[config.mk]
export PLATFORM = sky130hd
export DESIGN_NAME = omsp_spm_protect_ctrl
export DESIGN_NICKNAME = d
export VERILOG_FILES = /design/src/rtl/omsp_spm_protect_ctrl.sv
export SDC_FILE = /design/constraint.sdc
export NUM_CORES = 1
export LEC_CHECK = 0
export BUFFER_PORTS_ARGS = -buffer_cell sky130_fd_sc_hd__buf_2
export CAP_MARGIN = 0
export CORE_ASPECT_RATIO = 1.25
export CORE_MARGIN = 10
export CORE_UTILIZATION = 45
export DETAILED_ROUTE_END_ITERATION = 6
export PLACE_DENSITY_LB_ADDON = 0.2
export SLEW_MARGIN = 20
export SYNTH_ARGS = -nofsm -noshare
export SYNTH_HDL_FRONTEND = slang
export SYNTH_SLANG_ARGS = --single-unit
[constraint.sdc]
create_clock -name mclk -period 1.7 [get_ports mclk]
set_input_delay 0.34 -clock mclk [delete_from_list [all_inputs] [get_ports mclk]]
set_output_delay 0.34 -clock mclk [all_outputs]
set_load 0.005 [all_outputs]
[src/rtl/omsp_spm_protect_ctrl.sv]
// Sancus protect sequencer: overlap check, layout commit with a fresh ID,
// then stream the derived module key into the newly enabled SPM.
module omsp_spm_protect_ctrl #(
  parameter int KEY_IDX_SIZE = 2,
  parameter int KEY_WORDS    = 4,
  parameter int KDF_TIMEOUT  = 255
) (
  input  logic                    mclk,
  input  logic                    puc_rst,
  input  logic                    start,
  input  logic [15:0]             r12,
  input  logic [15:0]             r13,
  input  logic [15:0]             r14,
  input  logic [15:0]             r15,
  input  logic                    violation_any,
  input  logic                    kdf_valid,
  input  logic [15:0]             kdf_data,
  output logic                    busy,
  output logic                    check_new_spm,
  output logic                    update_spm,
  output logic                    enable_spm,
  output logic [15:0]             next_id,
  output logic [15:0]             spm_key_select,
  output logic                    kdf_start,
  output logic                    kdf_ready,
  output logic                    write_key,
  output logic [15:0]             key_in,
  output logic [KEY_IDX_SIZE-1:0] key_idx,
  output logic                    done,
  output logic                    success
);

  typedef enum logic [2:0] {
    S_IDLE    = 3'd0,
    S_CHECK   = 3'd1,
    S_ENABLE  = 3'd2,
    S_KDF_REQ = 3'd3,
    S_KEY_WR  = 3'd4,
    S_DONE    = 3'd5
  } state_t;

  localparam logic [KEY_IDX_SIZE-1:0] LAST_WORD = KEY_IDX_SIZE'(KEY_WORDS - 1);
  localparam logic [7:0]              TMO_LAST  = 8'(KDF_TIMEOUT - 1);

  state_t                  state_q, state_d;
  logic                    valid_cfg_q;
  logic [15:0]             key_sel_q;
  logic [15:0]             next_id_q, next_id_d;
  logic [KEY_IDX_SIZE-1:0] cnt_q;
  logic [7:0]              tmo_q;
  logic                    success_q;
  logic                    ok_d;
  logic                    busy_q, chk_q, upd_q, kdfs_q, rdy_q, done_q;

  // ID 0 means "unprotected", so the counter skips it on wrap.
  assign next_id_d = (next_id_q == 16'hFFFF) ? 16'h0001 : next_id_q + 16'h0001;

  // The only successful exit: last key word accepted this cycle.
  assign ok_d = (state_q == S_KEY_WR) && kdf_valid && (cnt_q == LAST_WORD);

  // Next-state decode; strobes below are registered from this.
  always_comb begin
    state_d = state_q;
    case (state_q)
      S_IDLE:    if (start) state_d = S_CHECK;
      S_CHECK:   state_d = (violation_any || !valid_cfg_q) ? S_DONE : S_ENABLE;
      S_ENABLE:  state_d = S_KDF_REQ;
      S_KDF_REQ: state_d = S_KEY_WR;
      S_KEY_WR: begin
        if (kdf_valid) begin
          if (cnt_q == LAST_WORD) state_d = S_DONE;
        end else if (tmo_q == TMO_LAST) begin
          // this idle cycle brings the wait count to KDF_TIMEOUT
          state_d = S_DONE;
        end
      end
      S_DONE:    state_d = S_IDLE;
      default:   state_d = S_IDLE;
    endcase
  end

  // FSM state, registered Moore strobes and the operation datapath.
  always_ff @(posedge mclk) begin
    if (puc_rst) begin
      state_q     <= S_IDLE;
      valid_cfg_q <= 1'b0;
      key_sel_q   <= 16'h0000;
      next_id_q   <= 16'h0001;
      cnt_q       <= '0;
      tmo_q       <= 8'h00;
      success_q   <= 1'b0;
      busy_q      <= 1'b0;
      chk_q       <= 1'b0;
      upd_q       <= 1'b0;
      kdfs_q      <= 1'b0;
      rdy_q       <= 1'b0;
      done_q      <= 1'b0;
    end else begin
      state_q <= state_d;
      busy_q  <= (state_d != S_IDLE);
      chk_q   <= (state_d == S_CHECK);
      upd_q   <= (state_d == S_ENABLE);
      kdfs_q  <= (state_d == S_KDF_REQ);
      rdy_q   <= (state_d == S_KEY_WR);
      done_q  <= (state_d == S_DONE);

      // Only r12 (key target) and the layout sanity result are needed later.
      if (state_q == S_IDLE && start) begin
        key_sel_q   <= r12;
        valid_cfg_q <= (r12 < r13) && (r14 <= r15);
        success_q   <= 1'b0;
      end

      // New ID is consumed during ENABLE, advanced on the way out.
      if (state_q == S_ENABLE) next_id_q <= next_id_d;

      if (state_q == S_KDF_REQ) begin
        cnt_q <= '0;
        tmo_q <= 8'h00;
      end

      if (state_q == S_KEY_WR) begin
        if (kdf_valid) begin
          cnt_q <= cnt_q + KEY_IDX_SIZE'(1);
          tmo_q <= 8'h00;
        end else begin
          tmo_q <= tmo_q + 8'h01;
        end
      end

      if (state_d == S_DONE) success_q <= ok_d;
    end
  end

  assign busy           = busy_q;
  assign check_new_spm  = chk_q;
  assign update_spm     = upd_q;
  assign enable_spm     = upd_q;
  assign next_id        = next_id_q;
  assign spm_key_select = key_sel_q;
  assign kdf_start      = kdfs_q;
  assign kdf_ready      = rdy_q;
  // Key words pass straight through in the cycle the KDF presents them.
  assign write_key      = rdy_q & kdf_valid;
  assign key_in         = kdf_data;
  assign key_idx        = cnt_q;
  assign done           = done_q;
  assign success        = success_q;

endmodule

==> results of run 1 <==
==> how the worst max path moves through the flow <==
stage	startpoint	slack, ns	end	depth (start not counted)
final	r12[5]	0.16	valid_cfg_q$_SDFFE_PP0P_	8
after global routing	r12[5]	0.01	valid_cfg_q$_SDFFE_PP0P_	8
after CTS	state_q[2]$_SDFF_PP0_	0.09	next_id[15]$_SDFFE_PP0P_	6
after detailed placement	r12[5]	-0.18	valid_cfg_q$_SDFFE_PP0P_	8
after global placement	r12[5]	-0.11	valid_cfg_q$_SDFFE_PP0P_	8
after floorplan	r13[5]	0.11	valid_cfg_q$_SDFFE_PP0P_	8
==> state kept, by name, summed over array words and instances, names as in the netlist, 2 cells and up <==
| signal | count |
|---|---|
| next_id | 16 |
| spm_key_select | 16 |
| tmo_q | 8 |
| state_q | 3 |
| key_idx | 2 |
==> cells by family (layout without fill, tap and decap cells) <==
group	after synthesis	after routing	share of synthesized area (%)
adders and majority gates	35	35	14.15
muxes	1	1	0.3235
xor gates and xnor gates	14	14	3.963
AOI/OAI and AO/OA	78	78	15.20
and+or+nand+nor	148	148	21.76
DFF	53	53	34.29
buffers and inverters	66	184	10.31
==> what timing repair did <==
item,in CTS,in global routing
buffers inserted,0,4
endpoints found under the setup margin,0,19
gates resized for setup,0,7
==> through the flow <==
stage	hold WS [ns]	instance area, um^2	setup TNS, ns	cells
6_report	0.2800	3919	0	600
5_1_grt	0.2645	3919	0	600
4_1_cts	0.2655	3866	0	596
3_5_place_dp	0.4445	3755	-0.1787	588
3_3_place_gp	0.4393	3755	-0.1068	588
2_1_floorplan	0.4413	3094	0	395
==> worst register-to-register path, delay by kind of cell (launching register included) <==
family / cells / cell delay [ns]
and+or+nand+nor: 2 / 0.30
DFF: 1 / 0.37
buffers and inverters: 2 / 0.30
AOI/OAI and AO/OA: 3 / 0.48
==> metal layers <==
| metal | part of all wire (%) | track usage [%] | vias to the layer above |
|---|---|---|---|
| met5 | 0 | 0 | - |
| met4 | 1.7 | 5.482 | 0 |
| met3 | 7.7 | 5.357 | 14 |
| met2 | 53 | 27.98 | 83 |
| met1 | 38 | 15.26 | 1358 |
| li1 | - | - | 1552 |
==> power by group <==
part / switching (mW) / total, mW / internal [mW]
logic: 0.309 / 0.595 / 0.287
clock network: 0.408 / 0.850 / 0.442
registers: 0.0388 / 1.34 / 1.30
==> layout by cell type (no fill, tap or decap), types with 14 or more instances in the layout <==
| cell | count |
|---|---|
| buf_2 | 111 |
| nand2_1 | 63 |
| dfxtp_1 | 48 |
| nor2_1 | 39 |
| inv_1 | 38 |
| a21oi_1 | 37 |
| ha_1 | 35 |
| buf_4 | 26 |
| o21ai_0 | 14 |
==> layout make-up <==
type / count / area (um^2) / area share [%]
sequential: 53 / 1070 / 27.30
clock inverter: 2 / 38.79 / 0.9898
timing repair buffer: 138 / 770.7 / 19.67
multi-input combinational: 276 / 1715 / 43.77
clock buffer: 6 / 72.57 / 1.852
inverter: 38 / 142.6 / 3.640
tap: 87 / 108.9 / 2.778
==> impl_metrics.json, run 1 <==
{
  "vias_per_cell": 5.012,
  "dieArea_mm2": 0.01061,
  "gp_congestion": 0.8084,
  "io_pins": 144,
  "die_x_um": 94.17,
  "critical_path.max_fanout": 2,
  "max_freq_ghz": 0.6511,
  "rrSetupSlack_ns": 0.17,
  "antenna_found_initial": 0,
  "hold_path.class": "input port to flop",
  "slowest_delay_ns": 0.29,
  "drt_iter0_drc": 103,
  "netlist_instances": 395,
  "p_total_mw": 2.785,
  "syn_area_per_cell_um2": 7.833,
  "wl_per_cell_um": 13.58,
  "dp_slack_ns": -0.1787,
  "h-tree-depth": 2,
  "maxSlewViolCount": 0,
  "ys_ff_latch": 53,
  "ys_top_cells_by_area": "dfxtp_1, ha_1, nand2_1, a21oi_1, nor2_1",
  "grt_max_degree": 21,
  "min_period_ns": 1.536,
  "cp_num_buf_inv": 1,
  "synth_top_area_cell": "dfxtp_1",
  "antenna_cells": 0,
  "crit_path_top_delay_cell": "ha_1",
  "cts.sinks": 53,
  "worstSetupPathType": "input port to flop",
  "gr-total-overflow": 0,
  "rows": 33,
  "crit_required_ns": 1.94,
  "cts_tree": "built",
  "hpwlAfterDp_um": 6759,
  "clock-root-buffer": "clkbuf_8",
  "holdPathEnd": "spm_key_select[0]$_SDFFE_PP0P_",
  "synth_top_area_share_pct": 34.29,
  "postCtsHoldBufs": 0,
  "initial_core_util_pct": 46.84,
  "coreArea_mm2": 0.006606,
  "nFillCells": 647,
  "ys_types": 38,
  "max_slew_margin_pct": 73.58,
  "crit_path_end_kind": "flop",
  "hold_depth": 3,
  "async_flop_share_pct": 0,
  "max-vdd-ir-drop_mv": 0.4649,
  "grt_pass1_wl_um": 13610,
  "setup_viol": 0,
  "numPortBuffers": 111,
  "num-nets-final": 632,
  "outcome": "finished clean",
  "synth_edf_count": 0,
  "worst-endpoint-arrival_ns": 1.77,
  "hp-start": "r12[0]",
  "ant_nets": 0,
  "r2r-start": "state_q[2]$_SDFF_PP0_",
  "rr_endpoint": "check_new_spm$_SDFF_PP0_",
  "grt_pass1_vias": 3106,
  "clk_pin_slew_worst_paths_ns": 0.09,
  "path_cells": "buf_2, ha_1, a21o_1, a221oi_1, o21ai_0, a21oi_1, o211ai_1, a21oi_1",
  "synthesis.nets": 515,
  "synthTopCellsByCount": "nand2_1, dfxtp_1, nor2_1",
  "startpoint_type": "input port",
  "syn_area_mm2": 0.003094,
  "die_height_um": 112.7,
  "yosysSeqAreaShare_pct": 34.29,
  "powerDensity_mw_per_mm2": 710.7,
  "ys_warn_count": 0,
  "yosysMostFrequentCell": "nand2_1",
  "clock_latency_ns": 0.30,
  "grt.total_usage_pct": 15.26,
  "finalHoldViolCount": 0,
  "ys.flop_type": "dfxtp_1",
  "firstDrtPassIters": 4,
  "cts_buffers": 5,
  "finish.utilization_pct": 59.32,
  "fin_worst_skew_ns": 0.003615,
  "maxCapViolCount": 0,
  "p_leak_nw": 1.978,
  "tightest_slew_ns": 0.3948,
  "routed_wl_um": 8148,
  "period_share_pct": 90.35,
  "drc": 0,
  "fin_ws_ns": 0.1641,
  "cp_top_family": "compound AO/OA/AOI/OAI gates",
  "drive_gt1_share_pct": 29.82,
  "reg2reg_depth": 7,
  "area_delta_synth_final_pct": 26.65,
  "rsz0062_at_grt": "false",
  "vias": 3007,
  "cpMostUsedCell": "a21oi_1",
  "clock_path_buffers": 2
}
No activity file was read; power rests on OpenSTA's default activity.
==> run 2, diff against run 1 <==
- ABC_AREA: default -> 1
==> run 2 against run 1 <==
Utilization down 3.5 points; routed wire length down 2.5%; worst setup slack better by 0.030 ns; count of clock-buffer cells in the layout up 1; clock skew up 0.00072 ns; critical endpoint is now next_id[14]$_SDFFE_PP0P_; largest cell class unchanged.
==> impl_metrics.json, run 2 <==
{
  "syn_area_per_cell_um2": 7.232,
  "synthesis.nets": 565,
  "gp_congestion": 0.7914,
  "internal_power_mw": 1.921,
  "pwr-share-seq_pct": 50.1,
  "hold_path.class": "input port to flop",
  "drive_gt1_share_pct": 28.21,
  "maxCapViolCount": 0,
  "clockPowerShare_pct": 29.0,
  "rows": 34,
  "critical_path.max_fanout": 5,
  "slowest_delay_ns": 0.37,
  "finalHoldViolCount": 0,
  "pwr-share-comb_pct": 20.8,
  "area_delta_synth_final_pct": 20.92,
  "outcome": "finished clean",
  "finish.utilization_pct": 55.77,
  "wl_per_cell_um": 12.49,
  "grt_max_degree": 22,
  "die_x_um": 95.64,
  "firstDrtPassIters": 4,
  "numPortBuffers": 111,
  "async_flop_share_pct": 0,
  "ys_ff_latch": 53,
  "setup_viol": 0,
  "yosysMostFrequentCell": "nand2_1",
  "cpMostUsedCell": "nand2_1",
  "power_switching_share_pct": 28.48,
  "initial_core_util_pct": 46.13,
  "max_freq_ghz": 0.6643,
  "wl_met3_um": 699,
  "ant_nets": 0,
  "synthTopCellsByCount": "nand2_1, inv_1, nor2_1",
  "max_slew_margin_pct": 79.33,
  "layout_commonest_cell": "buf_2",
  "period_share_pct": 88.55,
  "syn_area_mm2": 0.003218,
  "tightest_slew_ns": 0.3097,
  "p_total_mw": 2.686,
  "setup-tns-final_ns": 0,
  "clock-root-buffer": "clkbuf_8",
  "p_leak_nw": 2.120,
  "startpoint_type": "flop",
  "gr-total-overflow": 0,
  "num-nets-final": 665,
  "ys.flop_type": "dfxtp_1",
  "worst-endpoint-arrival_ns": 1.70,
  "ys_warn_count": 0,
  "cts_buffers": 5,
  "layout_common_cells": "buf_2, nand2_1, inv_1",
  "vias": 3004,
  "grt.total_usage_pct": 14.90,
  "met2WireLength_um": 3903,
  "hpwlAfterDp_um": 6632,
  "powerDensity_mw_per_mm2": 690.2,
  "yosysSeqAreaShare_pct": 32.97,
  "grt_pass1_vias": 3053,
  "drt_iter0_drc": 84,
  "maxSlewViolCount": 0,
  "min_period_ns": 1.505,
  "fin_worst_skew_ns": 0.004332,
  "netlist_instances": 445,
  "antenna_found_initial": 0,
  "routed_wl_um": 7943,
  "vias_per_cell": 4.723,
  "clock_path_buffers": 2,
  "cts.sinks": 53,
  "path_cells": "ha_1, nand2_2, inv_1, nand2_1, nor3_4, nand3_2, nor2_4, nand2_1, xor2_1, nor2_1",
  "clock_latency_ns": 0.30,
  "ys_types": 36,
  "crit_required_ns": 1.90,
  "crit_path_top_delay_cell": "dfxtp_4",
  "rsz0062_at_grt": "false",
  "h-tree-depth": 2,
  "clk_pin_slew_worst_paths_ns": 0.09,
  "max-vdd-ir-drop_mv": 0.3826,
  "antenna_cells": 0,
  "dieArea_mm2": 0.01095,
  "wirelength_met1_um": 3226,
  "cts_tree": "built",
  "worstSetupPathType": "flop to flop",
  "synth_top_area_cell": "dfxtp_1",
  "top_layer_used": "met4",
  "fin_hold_ws_ns": 0.2756,
  "ys_top_cells_by_area": "dfxtp_1, ha_1, nand2_1, inv_1, nor2_1",
  "die_height_um": 114.5,
  "io_pins": 144,
  "synth_edf_count": 0,
  "crit_path_end_kind": "flop",
  "drc": 0,
  "p_switching_mw": 0.7648,
  "grt_pass1_wl_um": 13420,
  "coreArea_mm2": 0.006977,
  "synth_top_area_share_pct": 32.97
}
run 2: cell types whose count changed in the layout (fill, tap and decap cells not counted), moves of 6 or more:
| cell | before | now |
|---|---|---|
| inv_1 | 38 | 69 |
| nor2_1 | 39 | 61 |
| buf_4 | 26 | 5 |
| a21oi_1 | 37 | 25 |
| o21ai_0 | 14 | 26 |
| nand2_1 | 63 | 73 |
| nor3_1 | 2 | 11 |
| xor2_1 | 12 | 3 |
| inv_2 | 0 | 6 |
run 2: area by class of cell:
class | count | area, um^2
Clock buffer | 7 | 96.34
Clock inverter | 1 | 5.005
Fill cell | 722 | 3085
Inverter | 76 | 285.3
Multi-Input combinational cell | 293 | 1733
Sequential cell | 53 | 1066
Tap cell | 90 | 112.6
Timing Repair Buffer | 116 | 593.1
run 2: worst max-delay path, delay by kind of cell, from the launching register on:
| kind | cells | cell delay (ns) |
|---|---|---|
| and+or+nand+nor | 7 | 0.68 |
| DFF | 1 | 0.37 |
| xor gates and xnor gates | 1 | 0.12 |
| adders and majority gates | 1 | 0.18 |
| buffers and inverters | 1 | 0.06 |
run 2: power groups by stage:
stage | Sequential, mW | Combinational, mW | Clock (mW)
4_1_cts | 1.35 | 0.570 | 0.808
3_5_place_dp | 1.38 | 0.568 | 0
3_3_place_gp | 1.38 | 0.558 | 0
2_1_floorplan | 1.38 | 0.347 | 0
5_1_grt | 1.36 | 0.657 | 0.851
6_report | 1.35 | 0.560 | 0.779
run 2: repair_timing:
| item | in CTS | in global routing |
|---|---|---|
| buffers inserted | 0 | 0 |
| gates resized for setup | 0 | 6 |
| endpoints found under the hold margin | 0 | 0 |
| hold buffers | 0 | 0 |
| endpoints found under the setup margin | 0 | 7 |
run 2: routing by layer:
metal	global-route usage, %	up-vias
li1	-	1588
met1	16.12	1332
met2	25.93	72
met3	6.102	12
met4	3.941	0
met5	0	-
run 2: worst paths after layout:
path | start | endpoint | slack [ns] | cells after the start
setup / recovery | next_id[0]$_SDFFE_PP1P_ | next_id[14]$_SDFFE_PP0P_ | 0.19 | 10
hold / removal | r12[0] | spm_key_select[0]$_SDFFE_PP0P_ | 0.28 | 3
setup reg to reg | next_id[0]$_SDFFE_PP1P_ | next_id[14]$_SDFFE_PP0P_ | 0.19 | 10
hold reg to reg | next_id[9]$_SDFFE_PP0P_ | next_id[9]$_SDFFE_PP0P_ | 0.48 | 2
run 2: logic make-up (layout without fill, tap and decap cells):
logic type,after synthesis,after routing,synth area share [%]
and+or+nand+nor,184,184,26.21
buffers and inverters,99,200,13.53
AOI/OAI and AO/OA,66,66,11.51
DFF,53,53,32.97
adders and majority gates,35,35,13.61
xor gates and xnor gates,8,8,2.177
run 2: stage by stage:
step	instance area (um^2)	setup slack [ns]	cells
finish	3891	0.1946	636
global placement	3774	0.1669	628
floorplan	3218	0.2353	445
detailed placement	3774	0.1082	628
CTS	3875	0.08542	636
global route	3891	0.02186	636
